## src/rtl/uart_rx_fifo_if.sv

```systemverilog
// uart_rx_fifo_if: bundles the uart_rx-facing and CPU-facing signals of uart_rx_fifo
//   master: drives rx_valid/rx_data/cpu_read/set_config/threshold_in, observes status
//   slave : the FIFO side; drives rx_read/cpu_data/level/empty/full/overflow/irq/rts
interface uart_rx_fifo_if #(parameter int DEPTH = 8);
  localparam int LW = $clog2(DEPTH) + 1;
  logic          rx_valid;
  logic [7:0]    rx_data;
  logic          rx_read;
  logic          cpu_read;
  logic [7:0]    cpu_data;
  logic          set_config;
  logic [LW-1:0] threshold_in;
  logic [LW-1:0] level;
  logic          empty;
  logic          full;
  logic          overflow;
  logic          irq;
  logic          rts;
  modport master (
    output rx_valid, rx_data, cpu_read, set_config, threshold_in,
    input  rx_read, cpu_data, level, empty, full, overflow, irq, rts
  );
  modport slave (
    input  rx_valid, rx_data, cpu_read, set_config, threshold_in,
    output rx_read, cpu_data, level, empty, full, overflow, irq, rts
  );
endinterface

```

## src/rtl/uart_rx_fifo.sv

```systemverilog
// uart_rx_fifo: show-ahead byte FIFO between a uart_rx and a CPU with level IRQ and RTS flow control
//   clk, rst : single clock, synchronous active-high reset
//   bus      : uart_rx_fifo_if.slave (rx handshake, CPU read port, config, status)
module uart_rx_fifo #(
  parameter int DEPTH = 8
) (
  input logic          clk,
  input logic          rst,
  uart_rx_fifo_if.slave bus
);
  localparam int AW = $clog2(DEPTH);
  localparam int LW = AW + 1;
  localparam logic [LW-1:0] DEPTH_L = LW'(DEPTH);
  localparam logic [LW-1:0] RTS_L   = LW'(DEPTH - 2);
  logic [7:0]    mem_q [DEPTH];
  logic [AW-1:0] wptr_q, rptr_q;
  logic [LW-1:0] level_q, level_d, thr_q, thr_d;
  logic          ovf_q, ovf_d, guard_q;
  logic          push, pop, accept, is_empty;
  always_comb begin
    // guard_q blocks the cycle after a pop strobe while uart_rx drops its valid
    push     = !rst && bus.rx_valid && !guard_q;
    pop      = !rst && bus.cpu_read && level_q != '0;
    accept   = push && (level_q != DEPTH_L || pop);
    level_d  = level_q + LW'(accept) - LW'(pop);
    // a rejected push beats a same-cycle clear
    ovf_d    = (push && !accept) ? 1'b1 : bus.set_config ? 1'b0 : ovf_q;
    thr_d    = !bus.set_config ? thr_q :
               bus.threshold_in == '0 ? LW'(1) :
               bus.threshold_in > DEPTH_L ? DEPTH_L : bus.threshold_in;
    is_empty = rst || level_q == '0;
  end
  always_ff @(posedge clk) begin
    if (rst) begin
      wptr_q  <= '0;
      rptr_q  <= '0;
      level_q <= '0;
      thr_q   <= LW'(1);
      ovf_q   <= 1'b0;
      guard_q <= 1'b0;
    end else begin
      if (accept) wptr_q <= wptr_q + 1'b1;
      if (pop) rptr_q <= rptr_q + 1'b1;
      level_q <= level_d;
      thr_q   <= thr_d;
      ovf_q   <= ovf_d;
      guard_q <= push;
    end
  end
  always_ff @(posedge clk) begin
    if (accept) mem_q[wptr_q] <= bus.rx_data;
  end
  // status outputs are forced to their reset values for the whole reset cycle
  assign bus.rx_read  = push;
  assign bus.cpu_data = is_empty ? 8'h00 : mem_q[rptr_q];
  assign bus.level    = rst ? '0 : level_q;
  assign bus.empty    = is_empty;
  assign bus.full     = !rst && level_q == DEPTH_L;
  assign bus.overflow = !rst && ovf_q;
  assign bus.irq      = !rst && (level_q >= thr_q || ovf_q);
  assign bus.rts      = !rst && level_q >= RTS_L;
endmodule

```

## src/flat_wrapper.sv

```systemverilog
// flat-port wrapper written by rule: the top's interface ports become plain ports
module uart_rx_fifo_flat 
#(
  parameter int DEPTH = 8
)
  (clk, rst, bus_rx_valid, bus_rx_data, bus_cpu_read, bus_set_config, bus_threshold_in, bus_rx_read, bus_cpu_data, bus_level, bus_empty, bus_full, bus_overflow, bus_irq, bus_rts);
  uart_rx_fifo_if #(.DEPTH(DEPTH)) bus_i ();
  input logic clk;
  input logic rst;
  input wire logic [$bits(bus_i.rx_valid)-1:0] bus_rx_valid;
  input wire logic [$bits(bus_i.rx_data)-1:0] bus_rx_data;
  input wire logic [$bits(bus_i.cpu_read)-1:0] bus_cpu_read;
  input wire logic [$bits(bus_i.set_config)-1:0] bus_set_config;
  input wire logic [$bits(bus_i.threshold_in)-1:0] bus_threshold_in;
  output wire logic [$bits(bus_i.rx_read)-1:0] bus_rx_read;
  output wire logic [$bits(bus_i.cpu_data)-1:0] bus_cpu_data;
  output wire logic [$bits(bus_i.level)-1:0] bus_level;
  output wire logic [$bits(bus_i.empty)-1:0] bus_empty;
  output wire logic [$bits(bus_i.full)-1:0] bus_full;
  output wire logic [$bits(bus_i.overflow)-1:0] bus_overflow;
  output wire logic [$bits(bus_i.irq)-1:0] bus_irq;
  output wire logic [$bits(bus_i.rts)-1:0] bus_rts;
  assign bus_i.rx_valid = bus_rx_valid;
  assign bus_i.rx_data = bus_rx_data;
  assign bus_i.cpu_read = bus_cpu_read;
  assign bus_i.set_config = bus_set_config;
  assign bus_i.threshold_in = bus_threshold_in;
  assign bus_rx_read = bus_i.rx_read;
  assign bus_cpu_data = bus_i.cpu_data;
  assign bus_level = bus_i.level;
  assign bus_empty = bus_i.empty;
  assign bus_full = bus_i.full;
  assign bus_overflow = bus_i.overflow;
  assign bus_irq = bus_i.irq;
  assign bus_rts = bus_i.rts;
  uart_rx_fifo #(.DEPTH(DEPTH)) u_core (.clk(clk), .rst(rst), .bus(bus_i));
endmodule
```

## config.mk

```make
export PLATFORM = sky130hd
export DESIGN_NAME = uart_rx_fifo_flat
export DESIGN_NICKNAME = d
export VERILOG_FILES = /design/src/rtl/uart_rx_fifo_if.sv /design/src/rtl/uart_rx_fifo.sv /design/src/flat_wrapper.sv
export SDC_FILE = /design/constraint.sdc
export NUM_CORES = 1
export LEC_CHECK = 0
export CAP_MARGIN = 20
export CORE_ASPECT_RATIO = 1.1
export CORE_MARGIN = 1
export CORE_UTILIZATION = 25
export CTS_CLUSTER_DIAMETER = 40
export DETAILED_ROUTE_END_ITERATION = 12
export GPL_TIMING_DRIVEN = 1
export PLACE_DENSITY_LB_ADDON = 0.08
export SYNTH_ARGS = -nofsm -noshare
export SYNTH_HDL_FRONTEND = slang
export SYNTH_SLANG_ARGS = --single-unit
```

## constraint.sdc

```tcl
create_clock -name clk -period 5.3 [get_ports clk]
set_input_delay 1.06 -clock clk [delete_from_list [all_inputs] [get_ports clk]]
set_output_delay 1.06 -clock clk [all_outputs]
set_load 0.03 [all_outputs]
```

# [Word level (Yosys, flattened, before mapping)]
# Memories as Yosys holds them, arrays and structs flattened. A register that Yosys moved wholly into a read port is not among the register bits.
# Cells that the tools add are included.
[classes] n_reduce_logical=20 n_addsub=4 muxes=10 n_lt_le_gt_ge=3 eq_ne=2
[ops] op="$mux 4" count=3
[ops] op="$logic_and 1x1->1" count=10
[ops] op="$logic_not 4->1" count=2
[ops] op="$mux 8" count=1
[ops] op="$add 3x1->3 const B" count=2
[ops] op="$mux 3" count=2
[ops] op="$add 4x1->4" count=1
[ops] op="$eq 4x4->1 const B" count=1
[ops] op="$ge 4x3->1 const B" count=1
[ops] op="$ge 4x4->1" count=1
[ops] op="$gt 4x4->1 const B" count=1
[ops] op="$mux 1" count=4
[ops] op="$ne 4x4->1 const B" count=1
[ops] op="$reduce_bool 4->1" count=1
[ops] op="$sub 4x1->4" count=1
[ops] op="$logic_not 1->1" count=3
[ops] op="$logic_or 1x1->1" count=3
[ops] op="$reduce_bool 2->1" count=1
[totals] mem_bits_rw=64 register_bits=16 output_inout_bits=18 input_bits=17 n_memories=1
[mem_list] memory="u_core.mem_q" depth=8 width=8 read_ports=1 rd_ports_with_merged_regs=1 wr=1 line="uart_rx_fifo.sv:15" rtl="logic [7:0] mem_q [DEPTH];"

# [Logic depth before layout (Yosys ltp)]
[logic_depth] ltp_word=8 ltp_mapped=10

# [Least setup slack after synthesis]
# No wires, ideal clock.
[synth_path] path_type="input-to-output" start="in rst" end="out bus_rts" t_required_ps=4240 arrival_time_ps=2236 cell_stages=4 slack_ps=2004 path_cell_list="buf_2 clkbuf_1 nor2_1 a21o_1"
[synth_between] elab_chain_cells=2
[synth_lines] element="from (decl)" line="flat_wrapper.sv:9" rtl="input logic rst;"
[synth_lines] element="$logic_not 1->1" line="uart_rx_fifo.sv:61" rtl="assign bus.rts = !rst && level_q >= RTS_L;"
[synth_lines] element="$logic_and 1x1->1" line="uart_rx_fifo.sv:61"
[synth_lines] element="to (decl)" line="flat_wrapper.sv:22" rtl="output wire logic [$bits(bus_i.rts)-1:0] bus_rts;"
# Every way passes these cells.

# [Worst setup path in the final report]
[layout_path] start="in rst" end="out bus_cpu_data[5]"
[layout_between] elab_chain_cells=2
[layout_lines] element="$logic_or 1x1->1" line="uart_rx_fifo.sv:31" rtl="is_empty = rst || level_q == '0;"
[layout_lines] element="$mux 8" line="uart_rx_fifo.sv:55" rtl="assign bus.cpu_data = is_empty ? 8'h00 : mem_q[rptr_q];"
[layout_lines] element="to (decl)" line="flat_wrapper.sv:16" rtl="output wire logic [$bits(bus_i.cpu_data)-1:0] bus_cpu_data;"
# Every way passes these cells.

==> results_tabular.tex <==
\begin{tabular}{lr}
\hline
Metric & Value \\
\hline
\multicolumn{2}{l}{\textbf{Final layout}} \\
\quad Area overhead of the layout relative to synthesis & 26.4\% \\
\quad Non-Filler Instances & 470 \\
\quad Filler Cells Inserted & 1417 \\
\quad Number of antenna cells inserted & 0 \\
\quad Number of nets in the layout & 308 \\
\quad Finished Cell Area & 4510 um2 \\
\quad Layout cell share with drive strength beyond 1 & 12.8\% \\
\quad Utilization after layout & 32.6\% \\
\multicolumn{2}{l}{\textbf{Die}} \\
\quad Vertical extent of the die & 127 um \\
\quad Die outline area & 14800 um2 \\
\quad Total number of placement rows & 45 \\
\quad Number of top-level pins & 35 \\
\quad Initial core utilization & 25.8\% \\
\quad Area of the core region & 13900 um2 \\
\quad Width of the die & 116 um \\
\multicolumn{2}{l}{\textbf{GRT}} \\
\quad GR Overflow Total & 0 \\
\quad Wire length of the first global-routing pass & 11600 um \\
\quad Via count of the first global-routing pass & 2045 \\
\quad Maximum number of pins on one net before global-route repair & 27 \\
\quad Antenna violations before repair & 0 \\
\quad Global Route Usage Sum & 11.2\% \\
\multicolumn{2}{l}{\textbf{Power}} \\
\quad Static power due to leakage & 1.56 nW \\
\quad Power after layout & 1.96 mW \\
\quad Power density of the placed cells & 434 nW/um2 \\
\quad Peak supply drop & 0.000150 V \\
\multicolumn{2}{l}{\textbf{Setup path}} \\
\quad Worst r2r path cells & 7 \\
\quad Data arrival time of the critical path & 3370 ps \\
\quad Required time of the critical path & 4240 ps \\
\quad Startpoint Class & input port \\
\quad Endpoint kind of the worst setup timing path & output pin \\
\quad Critical path start-end classification & input port to output pin \\
\quad Crit Path Max Fanout & 10 \\
\multicolumn{2}{l}{\textbf{Logic synthesis}} \\
\quad Net count after synthesis & 264 \\
\quad Count of synthesis-stage warnings from yosys & 0 \\
\quad Synthesized area per cell & 15.3 um2 \\
\quad Netlist cell types & 38 \\
\quad Summed instance area of the synthesized netlist & 3570 um2 \\
\quad Sequential-to-total area share from yosys stat & 64.5\% \\
\quad Cell accounting for the most synthesized area & edfxtp\_1 \\
\quad Most area-consuming cells after synthesis & edfxtp\_1, dfxtp\_1, mux4\_1 \\
\quad Number of storage elements in the synthesis netlist & 83 \\
\quad Top-area cell type share of the netlist area & 53.9\% \\
\quad Post-Synthesis Cells & 233 \\
\multicolumn{2}{l}{\textbf{Worst hold path}} \\
\quad WHS Path Cells & 2 \\
\quad Path class of the lowest-slack min-delay path & register to register \\
\multicolumn{2}{l}{\textbf{Placed design}} \\
\quad Number of input and output port buffers inserted & 34 \\
\quad DP Area & 4140 um2 \\
\quad Half-perimeter wire length after detailed placement & 4910 um \\
\quad Cell total after placement & 453 \\
\quad Routability-driven placement congestion ratio & 0.671 \\
\quad DP Worst Slack & 803 ps \\
\multicolumn{2}{l}{\textbf{CTS}} \\
\quad Clock Sinks & 83 \\
\quad Number of buffers inserted during clock tree synthesis & 9 \\
\quad Quantity of hold-fixing buffers added after cts & 0 \\
\quad Post-CTS repair timing setup buffer count & 0 \\
\quad TritonCTS clock tree & built \\
\quad Post-CTS sizing & 0 \\
\quad Clock latency on the worst-skew pair & 340 ps \\
\quad Clk root buf & clkbuf\_16 \\
\quad H-tree levels & 3 \\
\quad Clk buf depth & 2 \\
\quad Clock transition time at the flip-flop clock pins of the worst setup and hold paths & 60 ps \\
\multicolumn{2}{l}{\textbf{Timing}} \\
\quad Hold\_ws & 464 ps \\
\quad Final clock period utilization by the worst path & 83.6\% \\
\quad Hold Violations, Final & 0 \\
\quad Unrepaired setup endpoints after global routing & false \\
\quad Maximum achievable frequency & 226 MHz \\
\quad Worst rel slew slack & 35.9\% \\
\quad Final slew viol count & 0 \\
\quad Worst setup slack after layout & 871 ps \\
\quad Worst clock skew on the final layout & 6.78 ps \\
\quad Time the final worst path needs with I/O delays and setup & 4430 ps \\
\quad Summed negative setup slack over all endpoints & 0 ps \\
\quad Setup Viol. Count Final & 0 \\
\quad Worst Max-Slew Pin Slew & 958 ps \\
\multicolumn{2}{l}{\textbf{Detailed routing}} \\
\quad Vias per Instance & 4.20 \\
\quad Detailed-route wire length per cell & 15.7 um \\
\quad 1st-iter DRT viols & 103 \\
\quad Count of unresolved DRC violations after routing & 0 \\
\quad Residual antenna-violating net count after detailed routing & 0 \\
\quad Total number of vias & 1972 \\
\quad Post-Route WL & 7390 um \\
\quad First-pass iteration count of the detailed router & 6 \\
\multicolumn{2}{l}{\textbf{Run}} \\
\quad Number of max-capacitance violations reported & 0 \\
\multicolumn{2}{l}{\textbf{Status}} \\
\quad Result of the run & finished, final reports clean \\
\hline
\end{tabular}
## cells in the mapped netlist, drive strengths merged
cell type and count:
mux2i 2, nor2 20, nor2b 3, nor3 6
xor2 1, or3b 1, nand3 8, nor3b 4
nor4 1, o21ai 12, edfxtp 64, a21o 4
buf 6, nand2 6, inv 23, xnor2 3
clkbuf 2, fa 1, nand2b 7, o31ai 2
a2111oi 1, nand3b 2, mux4 16, ha 13
dfxtp 19, a21oi 6
## cells in the final DEF (no fill, tap or decap), types with 2 or more instances in the layout
master           count
edfxtp_1            64
clkdlybuf4s50_1     34
inv_1               22
nor2_1              20
dfxtp_1             19
ha_1                13
mux4_1              12
clkbuf_16            9
nand3_1              8
o21ai_1              8
nand2b_1             7
nor3_1               6
buf_4                6
nand2_1              5
mux4_2               4
a21o_1               4
a21oi_1              4
nor2b_1              3
xnor2_1              3
o21ai_0              3
bufinv_16            3
a21oi_2              2
mux2i_1              2
nor3b_1              2
o31ai_1              2
nand3b_1             2
clkinvlp_4           2
inv_6                2
## layout make-up
cell class | count | area (um2) | share of cell area, %
clock inverter | 7 | 123 | 2.72
timing repair buffer | 41 | 413 | 9.15
inverter | 23 | 88.8 | 1.97
tap | 188 | 235 | 5.21
clock buffer | 9 | 225 | 4.99
multi-input combinational | 119 | 1120 | 24.9
sequential | 83 | 2300 | 51.0
## power breakdown
part / total (mW) / switching (mW) / leakage, nW / internal, mW
Clock: 0.724 / 0.261 / 0.163 / 0.463
Combinational: 0.463 / 0.250 / 0.660 / 0.214
Sequential: 0.771 / 0.0382 / 0.733 / 0.733
Total: 1.96 / 0.549 / 1.56 / 1.41
## registers in the layout, summed over array words and instances (netlist names), named ones only
signal	count
u_core.guard_q	1
u_core.level_q	4
u_core.wptr_q	3
u_core.rptr_q	3
u_core.ovf_q	1
u_core.thr_q	4
u_core.mem_q	64
## per-layer routing
layer	track usage (%)	wire, um	vias up
met5	0	0	-
met4	5.88	150	0
met3	3.37	320	11
met2	17.3	3480	42
met1	14.0	3450	958
li1	-	-	961
## path summary, 6_finish.rpt
check | start | to | slack [ps]
worst max register to register | u_core.level_q[2] | u_core.mem_q[3][0] | 2800
worst min-delay path | u_core.thr_q[1] | u_core.thr_q[1] | 460
worst min register to register | u_core.thr_q[1] | u_core.thr_q[1] | 460
worst max-delay path | rst | bus_cpu_data[5] | 870
## worst max-delay path, cell delays in order
cell	delay, ps
clkdlybuf4s50_1	460
a21oi_2	500
nand2b_1	370
o21ai_1	270
clkdlybuf4s50_1	700
## cells by family after synthesis
family | Yosys count | share of synthesized area, %
AO/OA/AOI/OAI | 25 | 4.56
AND/OR/NAND/NOR | 58 | 8.73
multiplexers | 18 | 11.9
adder cells (fa/ha/maj) | 14 | 5.12
flip-flops | 83 | 64.5
buffers and inverters | 31 | 4.14
XOR/XNOR | 4 | 0.982
Power figures use the tool's default switching activity.
